**src/rtl/arrow_queue_pkg.sv**
```systemverilog
// Shared codes for the arrow game: game state encoding and arrow symbols.
// Imported by the arrow queue and the blocks that share its beat and state buses.
package arrow_queue_pkg;

    localparam int STATE_BITS = 2;

    typedef enum logic [STATE_BITS-1:0] {
        STATE_GAME  = 2'd0,
        STATE_PAUSE = 2'd1,
        STATE_RESET = 2'd2
    } game_state_e;

    localparam int ARROW_UP         = 0;
    localparam int ARROW_DOWN       = 1;
    localparam int ARROW_LEFT       = 2;
    localparam int ARROW_RIGHT      = 3;
    localparam int ARROW_UP_DOWN    = 4;
    localparam int ARROW_UP_LEFT    = 5;
    localparam int ARROW_UP_RIGHT   = 6;
    localparam int ARROW_DOWN_LEFT  = 7;
    localparam int ARROW_DOWN_RIGHT = 8;
    localparam int ARROW_LEFT_RIGHT = 9;
    localparam int ARROW_NONE       = 20;

endpackage

```
**src/rtl/arrow_queue_beat_sync.sv**
```systemverilog
// Two-flop synchroniser for an asynchronous beat clock followed by a rising-edge
// detector; pulse is high for one clk cycle per rising edge of async_in.
module beat_sync (
    input  logic clk,
    input  logic rst_n,
    input  logic async_in,
    output logic pulse
);

    logic s1;
    logic s2;
    logic s3;

    always_ff @(posedge clk) begin
        if (!rst_n) begin
            s1 <= 1'b0;
            s2 <= 1'b0;
            s3 <= 1'b0;
        end else begin
            s1 <= async_in;
            s2 <= s1;
            s3 <= s2;
        end
    end

    assign pulse = s2 & ~s3;

endmodule

```
**src/rtl/arrow_queue.sv**
```systemverilog
// Arrow slot queue: shifts in a new arrow on each metronome beat during play,
// lets the player consume the oldest arrow, and flags arrows that fall off unplayed.
module arrow_queue
    import arrow_queue_pkg::*;
#(
    parameter int DEPTH      = 4,
    parameter int ARROW_W    = 5,
    parameter int EMPTY_CODE = ARROW_NONE,
    parameter int STATE_W    = STATE_BITS
) (
    input  logic                         clk,
    input  logic                         rst_n,
    input  logic [STATE_W-1:0]           state,
    input  logic                         metronome_clk,
    input  logic [ARROW_W-1:0]           next_arrow,
    input  logic                         hit,
    output logic [DEPTH*ARROW_W-1:0]     arrows,
    output logic                         step,
    output logic                         miss,
    output logic [ARROW_W-1:0]           miss_arrow,
    output logic [$clog2(DEPTH+1)-1:0]   occupancy
);

    localparam int OCC_W = $clog2(DEPTH + 1);
    localparam logic [ARROW_W-1:0] EMPTY = ARROW_W'(EMPTY_CODE);

    logic                 beat;
    logic [ARROW_W-1:0]   slots_q [DEPTH];
    logic [ARROW_W-1:0]   slots_n [DEPTH];
    logic                 step_n;
    logic                 miss_n;
    logic [ARROW_W-1:0]   miss_arrow_n;
    logic [OCC_W-1:0]     occ_n;
    logic                 in_game;
    logic                 in_reset;

    // The synchroniser ignores the RESET game state so a held beat clock is not re-seen as an edge.
    beat_sync u_beat_sync (
        .clk      (clk),
        .rst_n    (rst_n),
        .async_in (metronome_clk),
        .pulse    (beat)
    );

    assign in_game  = (state == STATE_W'(STATE_GAME));
    assign in_reset = (state == STATE_W'(STATE_RESET));

    always_comb begin
        slots_n      = slots_q;
        step_n       = 1'b0;
        miss_n       = 1'b0;
        miss_arrow_n = miss_arrow;
        occ_n        = '0;

        if (in_reset) begin
            for (int i = 0; i < DEPTH; i++) slots_n[i] = EMPTY;
            miss_arrow_n = EMPTY;
        end else if (in_game) begin
            if (beat) begin
                slots_n[0] = next_arrow;
                for (int i = 1; i < DEPTH; i++) slots_n[i] = slots_q[i-1];
                step_n = 1'b1;
                // A hit on the beat cycle consumes the outgoing arrow, so it is not a miss.
                if (slots_q[DEPTH-1] != EMPTY && !hit) begin
                    miss_n       = 1'b1;
                    miss_arrow_n = slots_q[DEPTH-1];
                end
            end else if (hit) begin
                slots_n[DEPTH-1] = EMPTY;
            end
        end

        for (int i = 0; i < DEPTH; i++) begin
            if (slots_n[i] != EMPTY) occ_n = occ_n + OCC_W'(1);
        end
    end

    always_ff @(posedge clk) begin
        if (!rst_n) begin
            for (int i = 0; i < DEPTH; i++) slots_q[i] <= EMPTY;
            step       <= 1'b0;
            miss       <= 1'b0;
            miss_arrow <= EMPTY;
            occupancy  <= '0;
        end else begin
            slots_q    <= slots_n;
            step       <= step_n;
            miss       <= miss_n;
            miss_arrow <= miss_arrow_n;
            occupancy  <= occ_n;
        end
    end

    for (genvar g = 0; g < DEPTH; g++) begin : g_arrows
        assign arrows[g*ARROW_W +: ARROW_W] = slots_q[g];
    end

endmodule

```
**config.mk**
```make
export PLATFORM = sky130hd
export DESIGN_NAME = arrow_queue
export DESIGN_NICKNAME = d
export VERILOG_FILES = /design/src/rtl/arrow_queue_pkg.sv /design/src/rtl/arrow_queue_beat_sync.sv /design/src/rtl/arrow_queue.sv
export SDC_FILE = /design/constraint.sdc
export NUM_CORES = 1
export LEC_CHECK = 0
export ABC_AREA = 1
export ABC_CLOCK_PERIOD_IN_PS = 6800
export CAP_MARGIN = 40
export CORE_UTILIZATION = 52
export CTS_BUF_LIST = sky130_fd_sc_hd__clkbuf_16
export DETAILED_ROUTE_END_ITERATION = 7
export GPL_ROUTABILITY_DRIVEN = 1
export GPL_TIMING_DRIVEN = 0
export PLACE_DENSITY_LB_ADDON = 0.08
export SYNTH_ARGS = -nofsm -noshare
export SYNTH_HDL_FRONTEND = slang
export SYNTH_SLANG_ARGS = --single-unit
```
**constraint.sdc**
```tcl
create_clock -name clk -period 6.8 [get_ports clk]
set_clock_uncertainty 0.15 [all_clocks]
set_input_delay 2.04 -clock clk [delete_from_list [all_inputs] [get_ports clk]]
set_output_delay 2.04 -clock clk [all_outputs]
set_load 0.02 [all_outputs]
```
==> results_dict.tcl <==
set metrics [dict create \
    rsz0062_at_grt "false" \
    insertion_delay_ns 0.27 \
    grtUsageTotal_pct 24.2 \
    dpl.hpwl_mm 2.76 \
    hold_slack_ns 0.283 \
    io-pin-count 41 \
    peakVddDrop_mv 0.161 \
    worst_pin_slew_ns 0.503 \
    period_needed_ns 4.87 \
    startpoint_type "input port" \
    power_leakage_nw 1.06 \
    htreeDepth 2 \
    cts_buffers 5 \
    p_per_area_nw_per_um2 231 \
    antenna_found_initial 0 \
    final_util_pct 76.9 \
    ys_ff_latch 33 \
    drt_pre_antenna_iters 8 \
    synth.distinct_cells 29 \
    synth_nets 235 \
    slowest_delay_ns 0.55 \
    gr-total-overflow 0 \
    postRouteAntennaNets 0 \
    floorplan.rows 19 \
    report.final.slew_viol_count 0 \
    post-route-period-util_pct 71.7 \
    highest-signal-layer "met4" \
    start_util_pct 55.9 \
    grt_max_degree 11 \
    die_area_um2 3270 \
    totalWireLength_mm 3.67 \
    path_cells "clkdlybuf4s50_1 -> nor2_4 -> nand2_4 -> buf_6 -> o21ai_1 -> nor2_1 -> nor4_2 -> ha_1 -> inv_1 -> nand3_1 -> nand2_1 -> inv_1 -> ha_1 -> nor2_1 -> nor2_1 -> nand2_1 -> inv_1" \
    min_path_type "reg2reg" \
    layout_common_cells "nand2_1 (53), clkdlybuf4s50_1 (39), dfxtp_1 (33), nor2_1 (32), inv_1 (26)" \
    drt-initial-drc-count 98 \
    n_antenna_cell 0 \
    path_clk_slew_ns 0.05 \
    design_power_total_mw 0.503 \
    maxCapViolCount 0 \
    wl_met1_mm 1.64 \
    crit_family "simple AND/OR/NAND/NOR gates" \
    worst-path-max-fanout 10 \
    synth_seq_area_share_pct 41.7 \
    endpoint_kind "register" \
    viasPerCell 5.11 \
    syn_area_um2 1580 \
    netlist_instances 221 \
    place.gp.congestion 0.804 \
    core-area_um2 2830 \
    yosysTopAreaCell "dfxtp_1" \
    portBuffers 39 \
    die_x_um 57.2 \
    crit_arrival_ns 4.90 \
    netlist.area_leader.share_pct 41.7 \
    crit_slowest_cell "clkdlybuf4s50_1" \
    clock.fmax_mhz 205 \
    status "complete, but fails checks" \
    slew_headroom_pct 66.4 \
    nFillCells 220 \
    violations "DRC" \
    drive_gt1_share_pct 13.1 \
    area_growth_pct 37.4 \
    synth.avg_cell_area_um2 7.16 \
    finalHoldViolCount 0 \
    yosysWarnings 0 \
    post-cts-setup-buffers 0 \
    grt_pass1_wl_mm 6.12 \
    avgRoutedWirePerCell_um 12.3 \
    path_class "in2reg" \
    clock-sinks 33 \
    nNetsFinal 281 \
    cts_buffer_depth 2 \
    die_y_um 57.2 \
    cts-hold-fix-buffers 0 \
    critPathBufInv 5 \
    cts_root_buffer "clkbuf_16" \
    synthTopCellsByArea "dfxtp_1 (42%), nand2_1 (13%), nor2_1 (7.6%)" \
    final_common_cell "nand2_1" \
    tns_ns 0 \
    route.met3.wl_um 180 \
    cts-resized-gates 0 \
    vias 1528 \
    tritoncts "done" \
    grt_pass1_vias 1354 \
    drc 3 \
    report.final.setup_viol 0 \
    cp.required_ns 6.83 \
    wl_met2_mm 1.83 \
]
==> worst paths after layout <==
path | to | slack [ns] | cells after the start | startpoint
max | occupancy[1] | 1.93 | 17 | state[0]
min | u_beat_sync.s2 | 0.28 | 2 | u_beat_sync.s1
max reg2reg | occupancy[1] | 3.89 | 17 | u_beat_sync.s2
min reg2reg | u_beat_sync.s2 | 0.28 | 2 | u_beat_sync.s1
==> area by class of cell <==
class | instances | area [µm²] | area share (%)
multi-input cells | 152 | 771 | 35.4
flip-flops and latches | 33 | 661 | 30.4
repair buffers | 39 | 390 | 18.0
clock buffers | 5 | 125 | 5.75
inverters | 31 | 116 | 5.35
well taps | 31 | 38.8 | 1.78
clock inverters | 3 | 37.5 | 1.73
plain buffers | 5 | 35.0 | 1.61
==> where the power goes <==
part           internal, mW  leakage (nW)  switching [mW]  total (mW)
logic                0.0228         0.709          0.0339      0.0567
registers             0.198         0.267         0.00212       0.200
clock network         0.170        0.0826          0.0769       0.247
total                 0.390          1.06           0.113       0.503
==> flip-flops by register name, indices dropped and copies added (netlist names) <==
name and flops:
u_beat_sync.s2 1, step 1, arrows 20, miss_arrow 5, u_beat_sync.s1 1, occupancy 3, miss 1, u_beat_sync.s3 1
==> metrics by stage <==
step | std cells | setup slack [ns] | cell area, µm²
after floorplan | 221 | 2.60 | 1580
after global placement | 291 | 1.74 | 2010
after detailed placement | 291 | 1.69 | 2010
after CTS | 299 | 1.92 | 2170
after global routing | 299 | 1.65 | 2170
final | 299 | 1.93 | 2170
==> tightest hold or removal path, stage by stage (launching register included) <==
cell     delay (ns)
dfxtp_1        0.29
nand2_1        0.05
inv_1          0.04
==> cells in the mapped netlist (all sizes together) <==
library cell	number
a211oi	2
a21oi	9
buf	3
clkbuf	2
dfxtp	33
ha	3
inv	31
nand2	57
nand3	18
nand4	2
nor2	40
nor3	5
nor4	3
o211ai	1
o21ai	10
or2	2
==> routing by layer <==
layer,global-route usage [%],vias up
met3,6.35,2
li1,-,790
met4,5.57,0
met1,30.1,693
met5,0,-
met2,42.0,43
==> cell families (layout without fill, tap and decap cells) <==
kind of cell    Yosys count  count (layout)  share of synthesized area [%]
compound gates           22              22                           8.14
fa+ha+maj                 3               3                           2.37
simple gates            127             127                           38.2
flops                    33              33                           41.7
buf+inv                  36              83                           9.56
Note: power is estimated with default switching activity, not from simulation.
